## src/rtl/stack_arbiter_pkg.sv

```systemverilog
// Shared types and encodings for the stack arbiter slice.
package stack_arb_pkg;

    typedef enum logic [1:0] {
        ST_IDLE = 2'd0,
        ST_EXEC = 2'd1,
        ST_RESP = 2'd2
    } state_t;

    localparam logic OP_PUSH = 1'b1;
    localparam logic OP_POP  = 1'b0;

endpackage

```

## src/rtl/stack_arbiter_if.sv

```systemverilog
// Requester-side bus of the stack arbiter: request level/op/data in, grant/response out.
interface stack_arbiter_if #(
    parameter int NUM_REQ    = 4,
    parameter int DATA_WIDTH = 8
);
    logic [NUM_REQ-1:0]            req;
    logic [NUM_REQ-1:0]            req_op;
    logic [NUM_REQ*DATA_WIDTH-1:0] req_wdata;
    logic [NUM_REQ-1:0]            gnt;
    logic [NUM_REQ-1:0]            done;
    logic [DATA_WIDTH-1:0]         rsp_data;
    logic                          rsp_err;

    modport master (
        output req, req_op, req_wdata,
        input  gnt, done, rsp_data, rsp_err
    );

    modport slave (
        input  req, req_op, req_wdata,
        output gnt, done, rsp_data, rsp_err
    );
endinterface

```

## src/rtl/stack_arbiter_rr_pick.sv

```systemverilog
// Combinational round-robin picker: first set request bit searching upward from rr_last+1.
module rr_pick #(
    parameter int N = 4
) (
    input  logic [N-1:0]         req,
    input  logic [$clog2(N)-1:0] rr_last,
    output logic [$clog2(N)-1:0] idx,
    output logic                 valid
);
    localparam int IW = $clog2(N);

    logic [IW-1:0] cand;

    // Walk offsets from N down to 1 so the smallest offset with a request wins last.
    always_comb begin
        idx   = rr_last;
        cand  = '0;
        valid = |req;
        for (int unsigned k = 0; k < 32'(N); k++) begin
            cand = IW'((32'(rr_last) + 32'(N) - k) % 32'(N));
            if (req[cand]) begin
                idx = cand;
            end
        end
    end
endmodule

```

## src/rtl/stack_arbiter.sv

```systemverilog
// Round-robin arbiter sharing one LIFO between NUM_REQ requesters; rejects push-full / pop-empty.
module stack_arbiter
    import stack_arb_pkg::*;
#(
    parameter int DATA_WIDTH = 8,
    parameter int NUM_REQ    = 4,
    parameter int CNT_WIDTH  = 8
) (
    input  logic                  clk,
    input  logic                  rst,
    stack_arbiter_if.slave        rq,
    output logic                  busy,
    output logic [CNT_WIDTH-1:0]  err_cnt,
    output logic                  stk_push,
    output logic                  stk_pop,
    output logic [DATA_WIDTH-1:0] stk_wdata,
    input  logic [DATA_WIDTH-1:0] stk_rdata,
    input  logic                  stk_full,
    input  logic                  stk_empty
);
    localparam int IW = $clog2(NUM_REQ);

    state_t                state;
    logic [IW-1:0]         rr_last;
    logic [IW-1:0]         win_q;
    logic [IW-1:0]         pick_idx;
    logic                  pick_vld;
    logic                  op_q;
    logic [DATA_WIDTH-1:0] wdata_q;
    logic                  pop_ok_q;
    logic                  push_ok;
    logic                  pop_ok;
    logic [NUM_REQ-1:0]    gnt_q;
    logic [NUM_REQ-1:0]    done_q;
    logic                  rsp_err_q;
    logic [DATA_WIDTH-1:0] wd_arr [NUM_REQ];

    for (genvar g = 0; g < NUM_REQ; g++) begin : g_wd
        assign wd_arr[g] = rq.req_wdata[g*DATA_WIDTH +: DATA_WIDTH];
    end

    rr_pick #(.N(NUM_REQ)) u_pick (
        .req     (rq.req),
        .rr_last (rr_last),
        .idx     (pick_idx),
        .valid   (pick_vld)
    );

    // Full/empty are looked at only while executing, so strobes are decoded from the live flags.
    always_comb begin
        push_ok = (state == ST_EXEC) && (op_q == OP_PUSH) && !stk_full;
        pop_ok  = (state == ST_EXEC) && (op_q == OP_POP)  && !stk_empty;
    end

    assign stk_push    = push_ok;
    assign stk_pop     = pop_ok;
    assign stk_wdata   = push_ok ? wdata_q : '0;
    assign rq.gnt      = gnt_q;
    assign rq.done     = done_q;
    assign rq.rsp_err  = rsp_err_q;
    assign rq.rsp_data = (state == ST_RESP && pop_ok_q) ? stk_rdata : '0;

    always_ff @(posedge clk or posedge rst) begin
        if (rst) begin
            state     <= ST_IDLE;
            rr_last   <= IW'(NUM_REQ - 1);
            win_q     <= '0;
            op_q      <= OP_POP;
            wdata_q   <= '0;
            pop_ok_q  <= 1'b0;
            gnt_q     <= '0;
            done_q    <= '0;
            rsp_err_q <= 1'b0;
            busy      <= 1'b0;
            err_cnt   <= '0;
        end else begin
            case (state)
                ST_IDLE: begin
                    if (pick_vld) begin
                        win_q   <= pick_idx;
                        op_q    <= rq.req_op[pick_idx];
                        wdata_q <= wd_arr[pick_idx];
                        rr_last <= pick_idx;
                        gnt_q   <= NUM_REQ'(1) << pick_idx;
                        busy    <= 1'b1;
                        state   <= ST_EXEC;
                    end
                end
                ST_EXEC: begin
                    gnt_q     <= '0;
                    done_q    <= NUM_REQ'(1) << win_q;
                    rsp_err_q <= !(push_ok || pop_ok);
                    pop_ok_q  <= pop_ok;
                    state     <= ST_RESP;
                end
                ST_RESP: begin
                    if (rsp_err_q && (err_cnt != '1)) begin
                        err_cnt <= err_cnt + CNT_WIDTH'(1);
                    end
                    done_q    <= '0;
                    rsp_err_q <= 1'b0;
                    pop_ok_q  <= 1'b0;
                    busy      <= 1'b0;
                    state     <= ST_IDLE;
                end
                default: begin
                    gnt_q     <= '0;
                    done_q    <= '0;
                    rsp_err_q <= 1'b0;
                    pop_ok_q  <= 1'b0;
                    busy      <= 1'b0;
                    state     <= ST_IDLE;
                end
            endcase
        end
    end
endmodule

```

## src/flat_wrapper.sv

```systemverilog
// flat-port wrapper written by rule: the top's interface ports become plain ports
module stack_arbiter_flat import stack_arb_pkg::*;
#(
    parameter int DATA_WIDTH = 8,
    parameter int NUM_REQ    = 4,
    parameter int CNT_WIDTH  = 8
)
  (clk, rst, busy, err_cnt, stk_push, stk_pop, stk_wdata, stk_rdata, stk_full, stk_empty, rq_req, rq_req_op, rq_req_wdata, rq_gnt, rq_done, rq_rsp_data, rq_rsp_err);
  stack_arbiter_if #(.NUM_REQ(NUM_REQ), .DATA_WIDTH(DATA_WIDTH)) rq_i ();
  input  logic clk;
  input  logic rst;
  output logic busy;
  output logic [CNT_WIDTH-1:0] err_cnt;
  output logic stk_push;
  output logic stk_pop;
  output logic [DATA_WIDTH-1:0] stk_wdata;
  input  logic [DATA_WIDTH-1:0] stk_rdata;
  input  logic stk_full;
  input  logic stk_empty;
  input wire logic [$bits(rq_i.req)-1:0] rq_req;
  input wire logic [$bits(rq_i.req_op)-1:0] rq_req_op;
  input wire logic [$bits(rq_i.req_wdata)-1:0] rq_req_wdata;
  output wire logic [$bits(rq_i.gnt)-1:0] rq_gnt;
  output wire logic [$bits(rq_i.done)-1:0] rq_done;
  output wire logic [$bits(rq_i.rsp_data)-1:0] rq_rsp_data;
  output wire logic [$bits(rq_i.rsp_err)-1:0] rq_rsp_err;
  assign rq_i.req = rq_req;
  assign rq_i.req_op = rq_req_op;
  assign rq_i.req_wdata = rq_req_wdata;
  assign rq_gnt = rq_i.gnt;
  assign rq_done = rq_i.done;
  assign rq_rsp_data = rq_i.rsp_data;
  assign rq_rsp_err = rq_i.rsp_err;
  stack_arbiter #(.DATA_WIDTH(DATA_WIDTH), .NUM_REQ(NUM_REQ), .CNT_WIDTH(CNT_WIDTH)) u_core (.clk(clk), .rst(rst), .rq(rq_i), .busy(busy), .err_cnt(err_cnt), .stk_push(stk_push), .stk_pop(stk_pop), .stk_wdata(stk_wdata), .stk_rdata(stk_rdata), .stk_full(stk_full), .stk_empty(stk_empty));
endmodule
```

## config.mk

```make
export PLATFORM = sky130hd
export DESIGN_NAME = stack_arbiter_flat
export DESIGN_NICKNAME = d
export VERILOG_FILES = /design/src/rtl/stack_arbiter_pkg.sv /design/src/rtl/stack_arbiter_if.sv /design/src/rtl/stack_arbiter_rr_pick.sv /design/src/rtl/stack_arbiter.sv /design/src/flat_wrapper.sv
export SDC_FILE = /design/constraint.sdc
export NUM_CORES = 1
export LEC_CHECK = 0
export CELL_PAD_IN_SITES_DETAIL_PLACEMENT = 2
export CELL_PAD_IN_SITES_GLOBAL_PLACEMENT = 2
export CORE_MARGIN = 1.5
export CORE_UTILIZATION = 30
export CTS_BUF_LIST = sky130_fd_sc_hd__clkbuf_8
export CTS_CLUSTER_SIZE = 14
export DETAILED_ROUTE_END_ITERATION = 12
export DONT_BUFFER_PORTS = 1
export GPL_ROUTABILITY_DRIVEN = 0
export HOLD_SLACK_MARGIN = 0.12
export PLACE_DENSITY = 0.7
export SLEW_MARGIN = 10
export SYNTH_ARGS = -nofsm -noshare
export SYNTH_HDL_FRONTEND = slang
export SYNTH_SLANG_ARGS = --single-unit
```

## constraint.sdc

```tcl
create_clock -name clk -period 1.7 [get_ports clk]
set_input_delay 0.51 -clock clk [delete_from_list [all_inputs] [get_ports clk]]
set_output_delay 0.51 -clock clk [all_outputs]
set_load 0.1 [all_outputs]
```

==> impl_metrics.env <==
export IMPL_status="finished with violations"
export IMPL_violations="setup timing"
export IMPL_clock_skew_final_ns=0.00656
export IMPL_overflow=0
export IMPL_r2r_start="u_core.rr_last[0]"
export IMPL_synth_cells=195
export IMPL_slew_limit_headroom_pct=65.5
export IMPL_vdd_ir_drop_worst_mv=1.05
export IMPL_clock_sinks=34
export IMPL_grt_first_pass_wirelength_um=10700
export IMPL_num_rows=28
export IMPL_clk_pin_slew_ns=0.07
export IMPL_hold_violations=0
export IMPL_reg2reg_slack_ns=-0.14
export IMPL_ys_warn_count=0
export IMPL_layout_common_cells="buf_4, nor2_1, dfrtp_1, and2_4, a211oi_2"
export IMPL_max_freq_mhz=492
export IMPL_h_tree_depth=2
export IMPL_path_cells="inv_4, nand2_4, nor3b_4, buf_12, and2_4, buf_12"
export IMPL_dr_total_vias=1777
export IMPL_path_class="register to primary output"
export IMPL_maxCapViolCount=0
export IMPL_gr_usage_all_layers_pct=21.4
export IMPL_die_h_um=82.6
export IMPL_drc=0
export IMPL_grt_max_degree=14
export IMPL_rsz0062_at_grt="yes"
export IMPL_synth_nets=248
export IMPL_hpwlAfterDp_um=5110
export IMPL_worst_setup_path_end_kind="primary output"
export IMPL_path_buf_inv=3
export IMPL_first_pass_iters=2
export IMPL_drive_gt1_share_pct=62.0
export IMPL_num_antenna_cells=0
export IMPL_timing_rr_end="u_core.wdata_q[6]"
export IMPL_fin_util_pct=51.0
export IMPL_critical_path_required_ns=1.19
export IMPL_synth_seq_cells=34
export IMPL_max_stage_delay_ns=0.41
export IMPL_fin_ws_ns=-0.333
export IMPL_fin_nets=310
export IMPL_cp_top_family="simple AND/OR/NAND/NOR gates"
export IMPL_synth_edff_count=0
export IMPL_worst_pin_slew_ns=0.517
export IMPL_ys_seq_area_share_pct=44.9
export IMPL_syn_to_final_growth_pct=61.6
export IMPL_hp_class="input pin to async pin"
export IMPL_synth_area_um2=1900
export IMPL_wl_per_cell_um=22.8
export IMPL_worstPathArrival_ns=1.52
export IMPL_worstPathMaxFanout=9
export IMPL_async_reset_ff_share_pct=100
export IMPL_worstSkewPairLatency_ns=0.28
export IMPL_setup_viol=28
export IMPL_avgSynthCellArea_um2=9.75
export IMPL_cts_tree="yes"
export IMPL_reg2regPathDepth=4
export IMPL_final_common_cell="buf_4"
export IMPL_synth_distinct_cells=42
export IMPL_cp_num_cells=6
export IMPL_numCtsBuffers=5
export IMPL_initial_utilization_pct=31.5
export IMPL_cp_common_cell="buf_12"
export IMPL_drtAntennaViolNets=0
export IMPL_viasPerCell=5.34
export IMPL_grt_pass1_vias=1980
export IMPL_die_x_um=82.6
export IMPL_leakagePower_nw=1.32
export IMPL_io_buffers=0
export IMPL_worst_path_max_delay_cell="dfrtp_1"
export IMPL_cts_buffer_depth=2
export IMPL_drv_slew=0
export IMPL_post_route_period_util_pct=120
export IMPL_p_per_area_nw_per_um2=2230
export IMPL_antenna_found_initial=0
export IMPL_critPathLaunchType="register"
export IMPL_cts_root_buf="clkbuf_8"
export IMPL_fp_dieArea_um2=6820
export IMPL_ys_flop_type="dfrtp_1"
export IMPL_ios=88
export IMPL_core_area_um2=6030
export IMPL_fin_tns_setup_ns=-6.06
export IMPL_fin_crit_ns=2.03
export IMPL_wl_um=7580
export IMPL_initialDrtViolationCount=24
[worst register-to-register path, delay by kind of cell (launching register included)]
family           cells  cell delay, ns
AO/OA/AOI/OAI        1            0.25
AND/OR/NAND/NOR      2            0.68
multiplexers         1            0.21
flip-flops           1            0.59
[state kept, by name, summed over array words and instances, names as in the netlist]
name	count
u_core.err_cnt	8
u_core.rr_last	2
u_core.busy	1
u_core.wdata_q	8
u_core.win_q	2
u_core.rq.done	4
u_core.pop_ok_q	1
u_core.op_q	1
u_core.state	2
u_core.rq.gnt	4
u_core.rq.rsp_err	1
[stage by stage]
stage / std cells / power, mW / worst slack [ns] / hold slack [ns] / instance area [um2]
after floorplan: 195 / 4.28 / -0.927 / 0.487 / 2000
after global placement: 309 / 5.23 / -0.167 / 0.459 / 2540
after detailed placement: 309 / 5.43 / -0.244 / 0.459 / 2540
after CTS: 329 / 6.55 / -0.340 / 0.151 / 2910
after global routing: 333 / 7.19 / -0.398 / 0.164 / 3070
final: 333 / 6.86 / -0.333 / 0.142 / 3070
[cells in the mapped netlist, types with 2 or more instances]
cell type	number	area, um2
xor2_1	3	26.3
nor2_1	23	86.3
nand3_1	3	15.0
inv_1	2	7.51
dfstp_2	2	52.6
buf_2	6	30.0
mux2i_1	10	100
nor2b_1	4	25.0
dfrtp_1	32	801
xnor2_1	4	35.0
a211oi_2	2	25.0
nand3b_1	2	15.0
buf_4	2	15.0
and3_1	3	18.8
or3b_1	2	17.5
nor3_1	11	55.1
o21ai_1	2	10.0
inv_2	2	7.51
a211oi_1	17	128
nand2_1	17	63.8
and2_1	16	100
a21oi_1	6	30.0
nand4_1	4	25.0
a22o_1	2	17.5
[where the power goes]
part	internal, mW	switching (mW)	total, mW
clock	0.318	0.288	0.606
combinational	1.73	3.09	4.82
sequential	1.19	0.248	1.44
total	3.24	3.63	6.86
[area by class of cell]
class,instances,area (um2)
clock buffer,6,82.6
clock inverter,2,7.51
fill,605,2950
inverter,4,17.5
multi-input combinational,148,1320
sequential,34,871
tap,75,93.8
timing repair buffer,64,677
[per-layer routing]
metal  share of wire, %  track usage [%]  vias to the layer above  wire length [um]
met3                5.3             4.95                       11               405
met4                1.4             5.00                        0               109
met2                 59             42.7                       57              4490
met1                 34             22.3                      898              2580
met5                  0                0                        -                 0
li1                   -                -                      811                 -
[timing repair]
action / CTS / global route
gates cloned: 3 / 0
buffers inserted: 10 / 5
hold buffers: 0 / 0
endpoints found under the hold margin: 0 / 0
resized for setup: 42 / 31
endpoints found under the setup margin: 33 / 33
pin swaps: 31 / 22
[worst max path at each step]
| stage | to | slack, ns | start |
|---|---|---|---|
| floorplan | stk_wdata[0] | -0.93 | u_core.state[1] |
| global route | stk_wdata[7] | -0.40 | u_core.state[1] |
| detailed placement | u_core.op_q | -0.24 | rq_req[3] |
| global placement | u_core.wdata_q[6] | -0.17 | rq_req[3] |
| finish | stk_wdata[6] | -0.33 | u_core.state[1] |
| CTS | stk_wdata[7] | -0.34 | u_core.state[1] |
[cell families (layout without fill, tap and decap cells)]
family | after synthesis | after routing | share of synthesized area [%]
AND/OR/NAND/NOR | 89 | 91 | 24.9
XOR/XNOR | 7 | 7 | 3.23
buffers and inverters | 15 | 76 | 5.00
multiplexers | 11 | 11 | 5.86
flip-flops | 34 | 34 | 44.9
AO/OA/AOI/OAI | 38 | 38 | 15.5
adder cells (fa/ha/maj) | 1 | 1 | 0.658
Power figures use the tool's default switching activity.
